`src/rtl/pw_doppler_sequencer.sv`:
```
// ---- pw_doppler_sequencer : pulsed-wave Doppler PRF timing sequencer (rev 1.0) ----
`default_nettype none
`timescale 1ns/1ps

module pw_doppler_sequencer #(
  parameter int HALF_PER_F0  = 16,
  parameter int HALF_PER_F1  = 8,
  parameter int HALF_PER_F2  = 4,
  parameter int HALF_PER_F3  = 2,
  parameter int BURST_CYCLES = 4
) (
  input  logic        CLK,
  input  logic        RESET_N,
  input  logic        ENABLE,
  input  logic [1:0]  TX_ON,
  input  logic        RX_ON,
  input  logic [1:0]  FREQUENCY,
  input  logic [7:0]  GATE_LENGTH,
  input  logic [15:0] STATE0VALUE,
  input  logic [15:0] STATE1VALUE,
  input  logic [15:0] STATE2VALUE,
  input  logic [15:0] STATERVALUE,
  output logic        TX_P,
  output logic        TX_N,
  output logic        DEMOD_EN,
  output logic        SAMPLE_GATE,
  output logic        PRF_TICK,
  output logic [2:0]  STATE
);

  typedef enum logic [2:0] {
    ST_IDLE   = 3'd0,
    ST_TX     = 3'd1,
    ST_DELAY1 = 3'd2,
    ST_DEMOD  = 3'd3,
    ST_DELAY2 = 3'd4,
    ST_RETX   = 3'd5
  } state_e;

  state_e      state_q, state_d;
  logic [15:0] cnt_q, cnt_d;
  logic [15:0] ph_q, ph_d;
  logic [1:0]  freq_q, freq_d;
  logic [7:0]  gate_q, gate_d;
  logic [15:0] s0_q, s0_d, s1_q, s1_d, s2_q, s2_d, sr_q, sr_d;
  logic        tx_p_q, tx_p_d, tx_n_q, tx_n_d;
  logic        demod_en_q, demod_en_d, sample_gate_q, sample_gate_d;
  logic        prf_tick_q, prf_tick_d;

  logic [15:0] half_cur, half_nxt, tx_last, ph_last, timed_val, timed_last;
  logic        done, load;

  function automatic logic [15:0] half_of(input logic [1:0] code);
    case (code)
      2'd0:    half_of = 16'(HALF_PER_F0);
      2'd1:    half_of = 16'(HALF_PER_F1);
      2'd2:    half_of = 16'(HALF_PER_F2);
      default: half_of = 16'(HALF_PER_F3);
    endcase
  endfunction

  always_comb begin
    half_cur = half_of(freq_q);
    tx_last  = 16'((32'(half_cur) * 32'(BURST_CYCLES) * 32'd2) - 32'd1);
    ph_last  = (half_cur << 1) - 16'd1;

    case (state_q)
      ST_DELAY1: timed_val = s0_q;
      ST_DEMOD:  timed_val = s1_q;
      ST_DELAY2: timed_val = s2_q;
      ST_RETX:   timed_val = sr_q;
      default:   timed_val = 16'd0;
    endcase
    // A programmed length of zero still occupies one cycle.
    timed_last = (timed_val == 16'd0) ? 16'd0 : timed_val - 16'd1;
    done       = (state_q == ST_TX) ? (cnt_q == tx_last) : (cnt_q == timed_last);

    state_d = state_q;
    cnt_d   = cnt_q + 16'd1;
    ph_d    = ph_q;
    freq_d  = freq_q;
    gate_d  = gate_q;
    s0_d    = s0_q;
    s1_d    = s1_q;
    s2_d    = s2_q;
    sr_d    = sr_q;
    load    = 1'b0;

    if (!ENABLE) begin
      state_d = ST_IDLE;
      cnt_d   = 16'd0;
      ph_d    = 16'd0;
    end else begin
      case (state_q)
        ST_IDLE: load = 1'b1;
        ST_TX: begin
          if (done) begin
            state_d = ST_DELAY1;
            cnt_d   = 16'd0;
            ph_d    = 16'd0;
          end else begin
            ph_d = (ph_q == ph_last) ? 16'd0 : ph_q + 16'd1;
          end
        end
        ST_DELAY1: if (done) begin state_d = ST_DEMOD;  cnt_d = 16'd0; end
        ST_DEMOD:  if (done) begin state_d = ST_DELAY2; cnt_d = 16'd0; end
        ST_DELAY2: if (done) begin state_d = ST_RETX;   cnt_d = 16'd0; end
        ST_RETX:   if (done) load = 1'b1;
        default: begin
          state_d = ST_IDLE;
          cnt_d   = 16'd0;
          ph_d    = 16'd0;
        end
      endcase
    end

    // Burst start: snapshot the register map so mid-period writes wait a period.
    if (load) begin
      state_d = ST_TX;
      cnt_d   = 16'd0;
      ph_d    = 16'd0;
      freq_d  = FREQUENCY;
      gate_d  = GATE_LENGTH;
      s0_d    = STATE0VALUE;
      s1_d    = STATE1VALUE;
      s2_d    = STATE2VALUE;
      sr_d    = STATERVALUE;
    end

    half_nxt      = half_of(freq_d);
    tx_p_d        = (state_d == ST_TX) && TX_ON[0] && (ph_d <  half_nxt);
    tx_n_d        = (state_d == ST_TX) && TX_ON[1] && (ph_d >= half_nxt);
    demod_en_d    = (state_d == ST_DEMOD) && RX_ON;
    sample_gate_d = demod_en_d && ({8'd0, gate_d} > cnt_d);
    prf_tick_d    = load;
  end

  always_ff @(posedge CLK or negedge RESET_N) begin
    if (!RESET_N) begin
      state_q       <= ST_IDLE;
      cnt_q         <= 16'd0;
      ph_q          <= 16'd0;
      freq_q        <= 2'd0;
      gate_q        <= 8'd0;
      s0_q          <= 16'd0;
      s1_q          <= 16'd0;
      s2_q          <= 16'd0;
      sr_q          <= 16'd0;
      tx_p_q        <= 1'b0;
      tx_n_q        <= 1'b0;
      demod_en_q    <= 1'b0;
      sample_gate_q <= 1'b0;
      prf_tick_q    <= 1'b0;
    end else begin
      state_q       <= state_d;
      cnt_q         <= cnt_d;
      ph_q          <= ph_d;
      freq_q        <= freq_d;
      gate_q        <= gate_d;
      s0_q          <= s0_d;
      s1_q          <= s1_d;
      s2_q          <= s2_d;
      sr_q          <= sr_d;
      tx_p_q        <= tx_p_d;
      tx_n_q        <= tx_n_d;
      demod_en_q    <= demod_en_d;
      sample_gate_q <= sample_gate_d;
      prf_tick_q    <= prf_tick_d;
    end
  end

  assign TX_P        = tx_p_q;
  assign TX_N        = tx_n_q;
  assign DEMOD_EN    = demod_en_q;
  assign SAMPLE_GATE = sample_gate_q;
  assign PRF_TICK    = prf_tick_q;
  assign STATE       = state_q;

endmodule

`default_nettype wire

```
`config.mk`:
```
export PLATFORM = sky130hd
export DESIGN_NAME = pw_doppler_sequencer
export DESIGN_NICKNAME = d
export VERILOG_FILES = /design/src/rtl/pw_doppler_sequencer.sv
export SDC_FILE = /design/constraint.sdc
export NUM_CORES = 1
export LEC_CHECK = 0
export CORE_ASPECT_RATIO = 1.25
export CORE_MARGIN = 2
export CORE_UTILIZATION = 61
export DETAILED_ROUTE_END_ITERATION = 7
export PLACE_DENSITY_LB_ADDON = 0.08
export SETUP_SLACK_MARGIN = 0.02
export SLEW_MARGIN = 5
export SYNTH_ARGS = -nofsm -noshare
export SYNTH_HDL_FRONTEND = slang
export SYNTH_SLANG_ARGS = --single-unit
```
`constraint.sdc`:
```
create_clock -name CLK -period 12.3 [get_ports CLK]
set_clock_uncertainty 0.2 [all_clocks]
set_input_delay 3.69 -clock CLK [delete_from_list [all_inputs] [get_ports CLK]]
set_output_delay 3.69 -clock CLK [all_outputs]
set_load 0.05 [all_outputs]
```
Yosys cells after proc, flatten, opt, wreduce, memory -nomap -nowiden --
Cells that the tools add are included.
Cells by class: reductions and logical operators 13, equal/unequal tests 14, magnitude comparators 3, muxes and demuxes 26, $add $sub $neg 5
Operators by type and width (number):
- 2-to-1 mux 16 bit | 8
- one-hot mux 16 bit (2 select lines) | 2
- one-hot mux 16 bit (4 select lines) | 1
- == test 16 bit | 3
- subtractor 16 x 1 -> 16 bit (second input constant) | 3
- adder 16 x 1 -> 16 bit (second input constant) | 2
- one-hot mux 5 bit (3 select lines) | 2
- 2-to-1 mux 3 bit | 6
- >= comparator 16 bit | 1
- > comparator 8 x 16 -> 1 bit | 1
- zero test 16 bit | 1
- less-than comparator 16 bit | 1
- one-hot mux 3 bit (5 select lines) | 1
- == test 3 x 2 -> 1 bit (second input constant) | 3
- 2-to-1 mux 8 bit | 1
- == test 3 x 1 -> 1 bit (second input constant) | 2
- == test 3 bit (second input constant) | 2
- logical AND 1 bit | 6
- OR reduction 5 bit | 1
- == test 2 x 1 -> 1 bit (second input constant) | 2
- == test 2 bit (second input constant) | 2
- zero test 2 bit | 2
- OR reduction 4 bit | 1
- zero test 3 bit | 1
- other kinds (4) | 6
Storage, ports and cells: word-level logic and storage cells 75, flip-flop bits (word level) 114, output and inout bits 8

Longest topological paths before layout --
Gate-level depths: netlist (run 1).
word-level depth 14, depth in mapped cells 32, gate-level depth less buffers 26

Worst setup path before layout (run 1) --
No wires, ideal clock.
path type register -> register, start point register state_q[0], in the netlist STATE[0], end point register tx_n_q, in the netlist TX_N, setup time 122 ps, period minus slack after synthesis 6717 ps, buffers on the path 6, data required time 11978 ps, path slack 5583 ps, stages on the path, launching flop included 32, data arrival time 6396 ps, path through dfrtp_1 > buf_4 > buf_6 > buf_6 > mux2i_1 > o22a_1 > ha_1 > o221ai_1 > nor4_2 > a21oi_1 > or2_1 > or4_1 > o21a_1 > a211oi_2 > and3_1 > buf_4 > nand2b_1 > and3_1 > buf_6 > buf_8 > a31oi_1 > ha_1 > nor2b_1 > o21a_1 > o21ai_0 > nand2b_1 > nor2_1 > o21a_1 > a31oi_1 > a2111oi_0 > a41oi_1 > o2111a_1
Between the ends: longest elaborated chain between the ends 14, elaborated cells on any way between the ends 37, those cells by class 1 x add/sub; 1 x order compare; 9 x eq/ne; 19 x mux; 7 x reduce/logical
Ends and longest elaborated chain:
- start: declaration | line 40 | state_e state_q, state_d;
- start signal: assignment | line 155 | state_q <= state_d;
- == test 3 bit, or another cell as far along | line 67, 94
- one-hot mux 16 bit (4 select lines) | line 67 | case (state_q)
- subtractor 16 x 1 -> 16 bit or zero test 16 bit (tied branches) | line 75 | timed_last = (timed_val == 16'd0) ? 16'd0 : timed_val - 16'd1;
- 2-to-1 mux 16 bit | line 75
- == test 16 bit | line 76 | done = (state_q == ST_TX) ? (cnt_q == tx_last) : (cnt_q == timed_last);
- 2-to-1 mux 1 bit | line 76
- 2-to-1 mux 1 bit | line 108 | ST_RETX: if (done) load = 1'b1;
- one-hot mux 1 bit (2 select lines) (*) | line 94 | case (state_q)
- 2-to-1 mux 1 bit (*) | line 89 | if (!ENABLE) begin
- net load | line 51 | logic done, load;
- 2-to-1 mux 2 bit | line 118 | if (load) begin
- == test 2 bit, or another cell as far along | line 54 | case (code)
- one-hot mux 5 bit (3 select lines) | line 54
- >= comparator 16 bit | line 132 | tx_n_d = (state_d == ST_TX) && TX_ON[1] && (ph_d >= half_nxt);
- logical AND 1 bit (*) | line 132
- net tx_n_d | line 46 | logic tx_p_q, tx_p_d, tx_n_q, tx_n_d;
- end signal: assignment | line 165 | tx_n_q <= tx_n_d;
- end: declaration | line 46
The timed path passes the listed nets; every way through them passes the cells marked *. A chain may end at the register's enable or synchronous reset.

Final worst setup path (run 1) --
start point register state_q[2], in the netlist STATE[2], end point register tx_n_q, in the netlist TX_N
Between the ends: longest elaborated chain between the ends 14, elaborated cells on any way between the ends 37, those cells by class 1 x add/sub; 1 x order compare; 9 x eq/ne; 19 x mux; 7 x reduce/logical
Ends and longest elaborated chain (line):
- == test 3 bit or == test 3 x 2 -> 1 bit (tied branches) | 67, 94
- one-hot mux 16 bit (4 select lines) | 67
- subtractor 16 x 1 -> 16 bit or zero test 16 bit (tied branches) | 75
- 2-to-1 mux 16 bit | 75
- == test 16 bit | 76
- 2-to-1 mux 1 bit | 76
- 2-to-1 mux 1 bit | 108
- one-hot mux 1 bit (2 select lines) | 94
- 2-to-1 mux 1 bit | 89
- 2-to-1 mux 2 bit | 118
- == test 2 bit, or another cell as far along | 54
- one-hot mux 5 bit (3 select lines) | 54
- >= comparator 16 bit | 132
- logical AND 1 bit (*) | 132
- net tx_n_d | 46
Marks and branches as above.

==> results of run 1 <==
-- critical path, stage by stage (launching register included) --
cell and delay (ps):
dfrtp_1 590, nand2b_1 690, o22a_1 350, ha_1 250, o221ai_1 400, nor4_2 460
a21oi_1 140, or2_1 270, or4_1 400, o21a_1 190, a211oi_2 420, and3_1 380
nand2b_1 170, and3_4 860, a31oi_1 190, ha_1 330, nor2b_1 140, o21a_1 160
o21ai_0 160, nand2b_1 90, nor2_1 150, o21a_1 140, a31oi_1 40, a2111oi_0 320
a41oi_1 250, o2111a_1 310
-- cells in the mapped netlist, types with 11 or more instances --
cell and instances:
xor2_1 14, nor3_1 13, o22ai_1 13, o21ai_0 17
nand2_1 38, nand4_1 11, nand3_1 18, nor2b_1 12
mux2_1 74, xnor2_1 16, nor2_1 50, a21oi_1 30
dfrtp_1 114, clkbuf_1 25, and3_1 19, and2_1 13
mux2i_1 37, nand2b_1 13, inv_1 21, a311oi_1 14
ha_1 17
-- metal layers --
| metal | global-route usage (%) | vias to the layer above |
|---|---|---|
| li1 | - | 2826 |
| met1 | 36.40 | 2958 |
| met2 | 51.82 | 232 |
| met3 | 5.827 | 54 |
| met4 | 13.43 | 0 |
| met5 | 0 | - |
-- power by group --
group          total (mW)  switching, mW  internal, mW
registers           0.590         0.0915         0.498
clock network       0.558          0.179         0.379
logic               0.816          0.464         0.352
total                1.96          0.735          1.23
-- sequential cells by signal, summed over array words and instances, names as in the netlist --
name and count:
gate_q 8, freq_q 2, SAMPLE_GATE 1, TX_N 1, PRF_TICK 1, ph_q 16
sr_q 16, cnt_q 16, DEMOD_EN 1, s2_q 16, s1_q 16, s0_q 16
TX_P 1, STATE 3
-- cells by family after synthesis --
group                      Yosys count
and+or+nand+nor                    239
buffers and inverters               69
xor gates and xnor gates            30
adders and majority gates           19
muxes                              111
DFF                                114
AOI/OAI and AO/OA                  144
-- area by class of cell --
| type | count | area, sq um |
|---|---|---|
| Multi-Input combinational cell | 543 | 4030 |
| Fill cell | 782 | 2885 |
| Sequential cell | 114 | 2854 |
| Timing Repair Buffer | 92 | 905.9 |
| Clock buffer | 22 | 484.2 |
| Tap cell | 161 | 201.4 |
| Clock inverter | 9 | 176.4 |
| Inverter | 21 | 78.83 |
-- how the worst max path moves through the flow --
stage	startpoint	end	slack, ps	cells after the start
floorplan	STATE[0]	TX_N	5580	31
global placement	ENABLE	TX_N	4390	16
detailed placement	STATE[2]	TX_N	4220	25
CTS	STATE[2]	TX_N	4180	25
global route	STATE[2]	TX_N	3570	25
finish	STATE[2]	TX_N	4130	25
-- through the flow --
stage	setup slack, ps	power [mW]	cell area (sq um)
floorplan	5583	1.197	7271
global placement	4389	1.350	8070
detailed placement	4219	1.383	8070
CTS	4178	1.960	8731
global route	3568	2.075	8731
finish	4126	1.964	8731
==> results_dict.tcl, run 1 <==
set metrics [dict create \
    slew-limit-headroom_pct 27.61 \
    syn_inst 726 \
    p_per_area_nw_per_um2 225.0 \
    nets 886 \
    start_util_pct 62.59 \
    layout_common_cells "dfrtp_1, clkdlybuf4s50_1, mux2_1, nor2_1, nand2_1" \
    grt_use_total_pct 30.25 \
    synth_compound_area_share_pct 13.97 \
    grt_pass1_vias 6136 \
    dieArea_sq_um 12810 \
    crit_arrival_ps 8270 \
    dp_cells 931 \
    h-tree-depth 4 \
    fin_crit_sh_pct 66.45 \
    finalWirelength_um 18570 \
    drc 0 \
    fmax_mhz 122.3 \
    synthMuxAreaShare_pct 16.55 \
    holdPathEnd "s2_q[4]" \
    synthAdderAreaFrac_pct 3.201 \
    met3WireLength_um 973 \
    synth_seq_area_share_pct 39.24 \
    async_flop_share_pct 100.0 \
    slew_viol_final 0 \
    power.leakage_nw 3.680 \
    detail-route-antenna-nets 0 \
    wl_met2_um 9517 \
    top_layer "met4" \
    reg2reg_to "TX_N" \
    cts-resized-gates 0 \
    die_w_um 101.7 \
    ff2ff_path_depth 25 \
    max-cap-violations 0 \
    cp-start-kind "flip-flop" \
    yosys.area.top_type "dfrtp_1" \
    status "completed" \
    syn_nets 823 \
    drt-met1-wl_um 7480 \
    setup_viol 0 \
    core_area_sq_um 11620 \
    postCtsHoldBufs 0 \
    cts.clk_slew.worst_paths_ps 50 \
    diodes 0 \
    grt_pass1_wl_um 30440 \
    dieHeight_um 126.1 \
    vias 6070 \
    rows 44 \
    clk_latency_ps 420 \
    worst_hold_slack_ps 282.0 \
    synth.top_cell.area_share_pct 39.24 \
    cts_buffer_depth 2 \
    numCtsBuffers 17 \
    end_kind "flip-flop" \
    path_class "reg -> reg" \
    viasPerCell 6.310 \
    yosysUniqueCellTypes 71 \
    r2r_slack_ps 4130 \
    cts-root-buf "clkbuf_16" \
    r2r-start "STATE[2]" \
    clock_sinks 114 \
    dr.pass1.iters 5 \
    hold_path.class "reg -> reg" \
    synth_xor_area_share_pct 3.614 \
    ir_drop_v 0.0001220 \
    synthFlopType "dfrtp_1" \
    setup_tns_ps 0 \
    synth-simple-area-share_pct 18.02 \
    drtIter0Drc 422 \
    grt_overflow_total 0 \
    boundaryPins 88 \
    final_common_cell "dfrtp_1" \
    synth_edf_count 0 \
    worst_pin_slew_ps 1086 \
    crit_fanout 80 \
    yosys_warnings 0 \
    ys_seq_elements 114 \
    min_delay_path_depth 1 \
    postCtsSetupRepairBufs 0 \
    wl_per_cell_um 19.30 \
    synth_top_family_by_area "simple AND/OR/NAND/NOR gates" \
    grt_antenna_before_repair 0 \
    synth_area_sq_um 7271 \
    fin_crit_ps 8174 \
    cp.required_ps 12400 \
    rsz0062_at_grt "no" \
    final_cells 962 \
    hold_viol_final 0 \
    gp_congestion 0.9224 \
    synthTopCellsByArea "dfrtp_1, mux2_1, mux2i_1" \
    dp_hpwl_um 12810 \
    areaGrowthSynthToFinish_pct 20.08 \
    layout-drive-gt1-share_pct 6.991 \
    placement.io_buffers 87 \
    grt_max_degree 84 \
    syn_area_per_cell_sq_um 10.01 \
    min_from "s2_q[4]" \
    post-route-util_pct 75.16 \
    tritoncts "yes" \
]
No activity file was read; power rests on OpenSTA's default activity.
==> inputs of run 2 (changes only) <==
--- a/config.mk
+++ b/config.mk
@@ -7,7 +7,7 @@
 export LEC_CHECK = 0
 export CORE_ASPECT_RATIO = 1.25
 export CORE_MARGIN = 2
-export CORE_UTILIZATION = 61
+export CORE_UTILIZATION = 57
 export DETAILED_ROUTE_END_ITERATION = 7
 export PLACE_DENSITY_LB_ADDON = 0.08
 export SETUP_SLACK_MARGIN = 0.02
==> constraint.sdc (replaced) <==
create_clock -name CLK -period 7.7 [get_ports CLK]
set_clock_uncertainty 0.2 [all_clocks]
set_input_delay 2.31 -clock CLK [delete_from_list [all_inputs] [get_ports CLK]]
set_output_delay 2.31 -clock CLK [all_outputs]
set_load 0.05 [all_outputs]
==> run 2 against run 1 <==
  * Via count about the same
  * Sequential power up 62%
  * Wire length fell by 0.83%
  * Core utilization down 5.8 points
  * Flip-flop and latch count unchanged
  * Sequential share of layout area increased by 0.13 points
  * Global-route usage down 2.3 points
  * Cell count is 1.4% higher
  * Clock-buffer cell count shrank 5
==> results_dict.tcl, run 2 (synthesis results as in run 1) <==
set metrics [dict create \
    layout_common_cells "dfrtp_1, clkdlybuf4s50_1, mux2_1, nor2_1, nand2_1" \
    h-tree-depth 4 \
    finalWirelength_um 18420 \
    worst_pin_slew_ps 922.0 \
    grt_use_total_pct 27.92 \
    critPathLaunch "STATE[2]" \
    drc 0 \
    dieArea_sq_um 13680 \
    die_w_um 105.0 \
    max-cap-violations 0 \
    nFillCells 999 \
    cts-root-buf "clkbuf_16" \
    cts.clk_slew.worst_paths_ps 60 \
    r2r-start "STATE[2]" \
    dp_hpwl_um 13460 \
    slew-limit-headroom_pct 38.53 \
    gp_congestion 0.9990 \
    ff2ff_path_depth 27 \
    status "completed" \
    layout-drive-gt1-share_pct 7.931 \
    fmax_mhz 139.3 \
    pwr-share-seq_pct 31.8 \
    ir_drop_v 0.0002064 \
    slew_viol_final 0 \
    clk_latency_ps 420 \
    multi_input_area_sq_um 4035 \
    end_kind "flip-flop" \
    combPwrFrac_pct 43.0 \
    clock_power_share_pct 25.2 \
    hold_viol_final 0 \
    setup_viol 0 \
    switching_share_pct 39.69 \
    reg2reg_to "SAMPLE_GATE" \
    core_area_sq_um 12550 \
    fin_crit_ps 7179 \
    p_int_mw 1.816 \
    path_class "reg -> reg" \
    p_per_area_nw_per_um2 346.3 \
    grt_pass1_wl_um 30100 \
    power.leakage_nw 3.657 \
    dr.pass1.iters 5 \
    fin_crit_sh_pct 93.23 \
    areaGrowthSynthToFinish_pct 19.62 \
    setup_tns_ps 0 \
    rows 46 \
    final_common_cell "dfrtp_1" \
    grt_antenna_before_repair 0 \
    endpoint "SAMPLE_GATE" \
    detail-route-antenna-nets 0 \
    boundaryPins 88 \
    cts-resized-gates 0 \
    viasPerCell 6.230 \
    r2r_slack_ps 520 \
    placement.io_buffers 87 \
    hold_path.class "reg -> reg" \
    postCtsHoldBufs 0 \
    worst_hold_slack_ps 289.8 \
    tritoncts "yes" \
    wl_per_cell_um 18.89 \
    grt_max_degree 74 \
    crit_fanout 34 \
    clock_sinks 114 \
    diodes 0 \
    start_util_pct 57.95 \
    total_power_mw 3.012 \
    cp-start-kind "flip-flop" \
    cts_buffer_depth 2 \
    grt_pass1_vias 6007 \
    crit_arrival_ps 7280 \
    nets 891 \
    grt_overflow_total 0 \
    postCtsSetupRepairBufs 0 \
    regArea_sq_um 2854 \
    rsz0062_at_grt "yes" \
    post-route-util_pct 69.32 \
    dieHeight_um 130.3 \
    drtIter0Drc 481 \
    vias 6074 \
    cp.required_ps 7800 \
    power.switching_mw 1.195 \
    numCtsBuffers 17 \
]
## run 2: cell count changes in the layout (fill, tap and decap cells not counted), sizes merged
cell,delta
bufinv,-4
clkinv,+2
clkbuf,-5
buf,+5
inv,+6
clkinvlp,+2
## run 2: area by class of cell
class | instances | area share, %
multi-input combinational | 543 | 46.40
clock buffer | 17 | 4.891
sequential | 114 | 32.82
inverter | 21 | 0.9063
clock inverter | 15 | 1.726
tap | 168 | 2.417
timing repair buffer | 97 | 10.85
## run 2: worst min path at each step
stage | endpoint | slack, ps | cells after the start | startpoint
finish | sr_q[14] | 290 | 1 | sr_q[14]
global route | sr_q[14] | 300 | 1 | sr_q[14]
CTS | s1_q[12] | 290 | 1 | s1_q[12]
detailed placement | sr_q[14] | 280 | 1 | sr_q[14]
global placement | sr_q[5] | 270 | 1 | sr_q[5]
floorplan | gate_q[0] | 260 | 1 | gate_q[0]
## run 2: power by group through the flow
stage / Clock (mW) / Sequential [mW] / Combinational, mW
floorplan: 0 / 0.904 / 1.01
global placement: 0 / 0.952 / 1.23
detailed placement: 0 / 0.960 / 1.27
CTS: 0.772 / 0.955 / 1.28
global route: 0.807 / 0.980 / 1.42
finish: 0.760 / 0.956 / 1.30
## run 2: routing by layer
layer	GRT usage (%)	share of wire (%)	vias to the layer above
li1	-	-	2832
met1	33.32	41	2947
met2	49.05	51	242
met3	4.995	5.1	53
met4	13.49	3.0	0
met5	0	0	-
## run 2: stage by stage
step / std cells / cell area [sq um] / worst slack, ps
final: 975 / 8697 / 521.1
after global routing: 975 / 8697 / 21.59
after CTS: 975 / 8692 / 553.6
after detailed placement: 943 / 8117 / 575.3
after global placement: 943 / 8117 / 922.6
after floorplan: 726 / 7271 / 982.6
## run 2: worst max-delay path: stages, from the launching register on
cell and delay [ps]:
dfrtp_1 600, nand2b_1 160, buf_4 250, o22a_1 270
ha_1 260, o221ai_1 420, nor4_2 400, a21oi_1 130
or2_1 270, or4_1 400, o21a_1 190, a211oi_2 430
and3_1 380, nand2b_1 160, and3_4 250, buf_4 410
mux2_1 390, ha_1 300, o21a_1 110, o21ai_0 140
nand2b_1 70, a21oi_1 160, nor2b_1 60, o21ai_0 170
nand2b_1 80, a21oi_1 190, nor2_1 70, o211a_1 120
==> inputs of run 3 (changes only) <==
--- a/config.mk
+++ b/config.mk
@@ -11,6 +11,7 @@
 export DETAILED_ROUTE_END_ITERATION = 7
 export PLACE_DENSITY_LB_ADDON = 0.08
 export SETUP_SLACK_MARGIN = 0.02
+export SKIP_CTS_REPAIR_TIMING = 1
 export SLEW_MARGIN = 5
 export SYNTH_ARGS = -nofsm -noshare
 export SYNTH_HDL_FRONTEND = slang
==> results of run 3 <==
Final layout, timing and power as in run 2 (identical DEF).
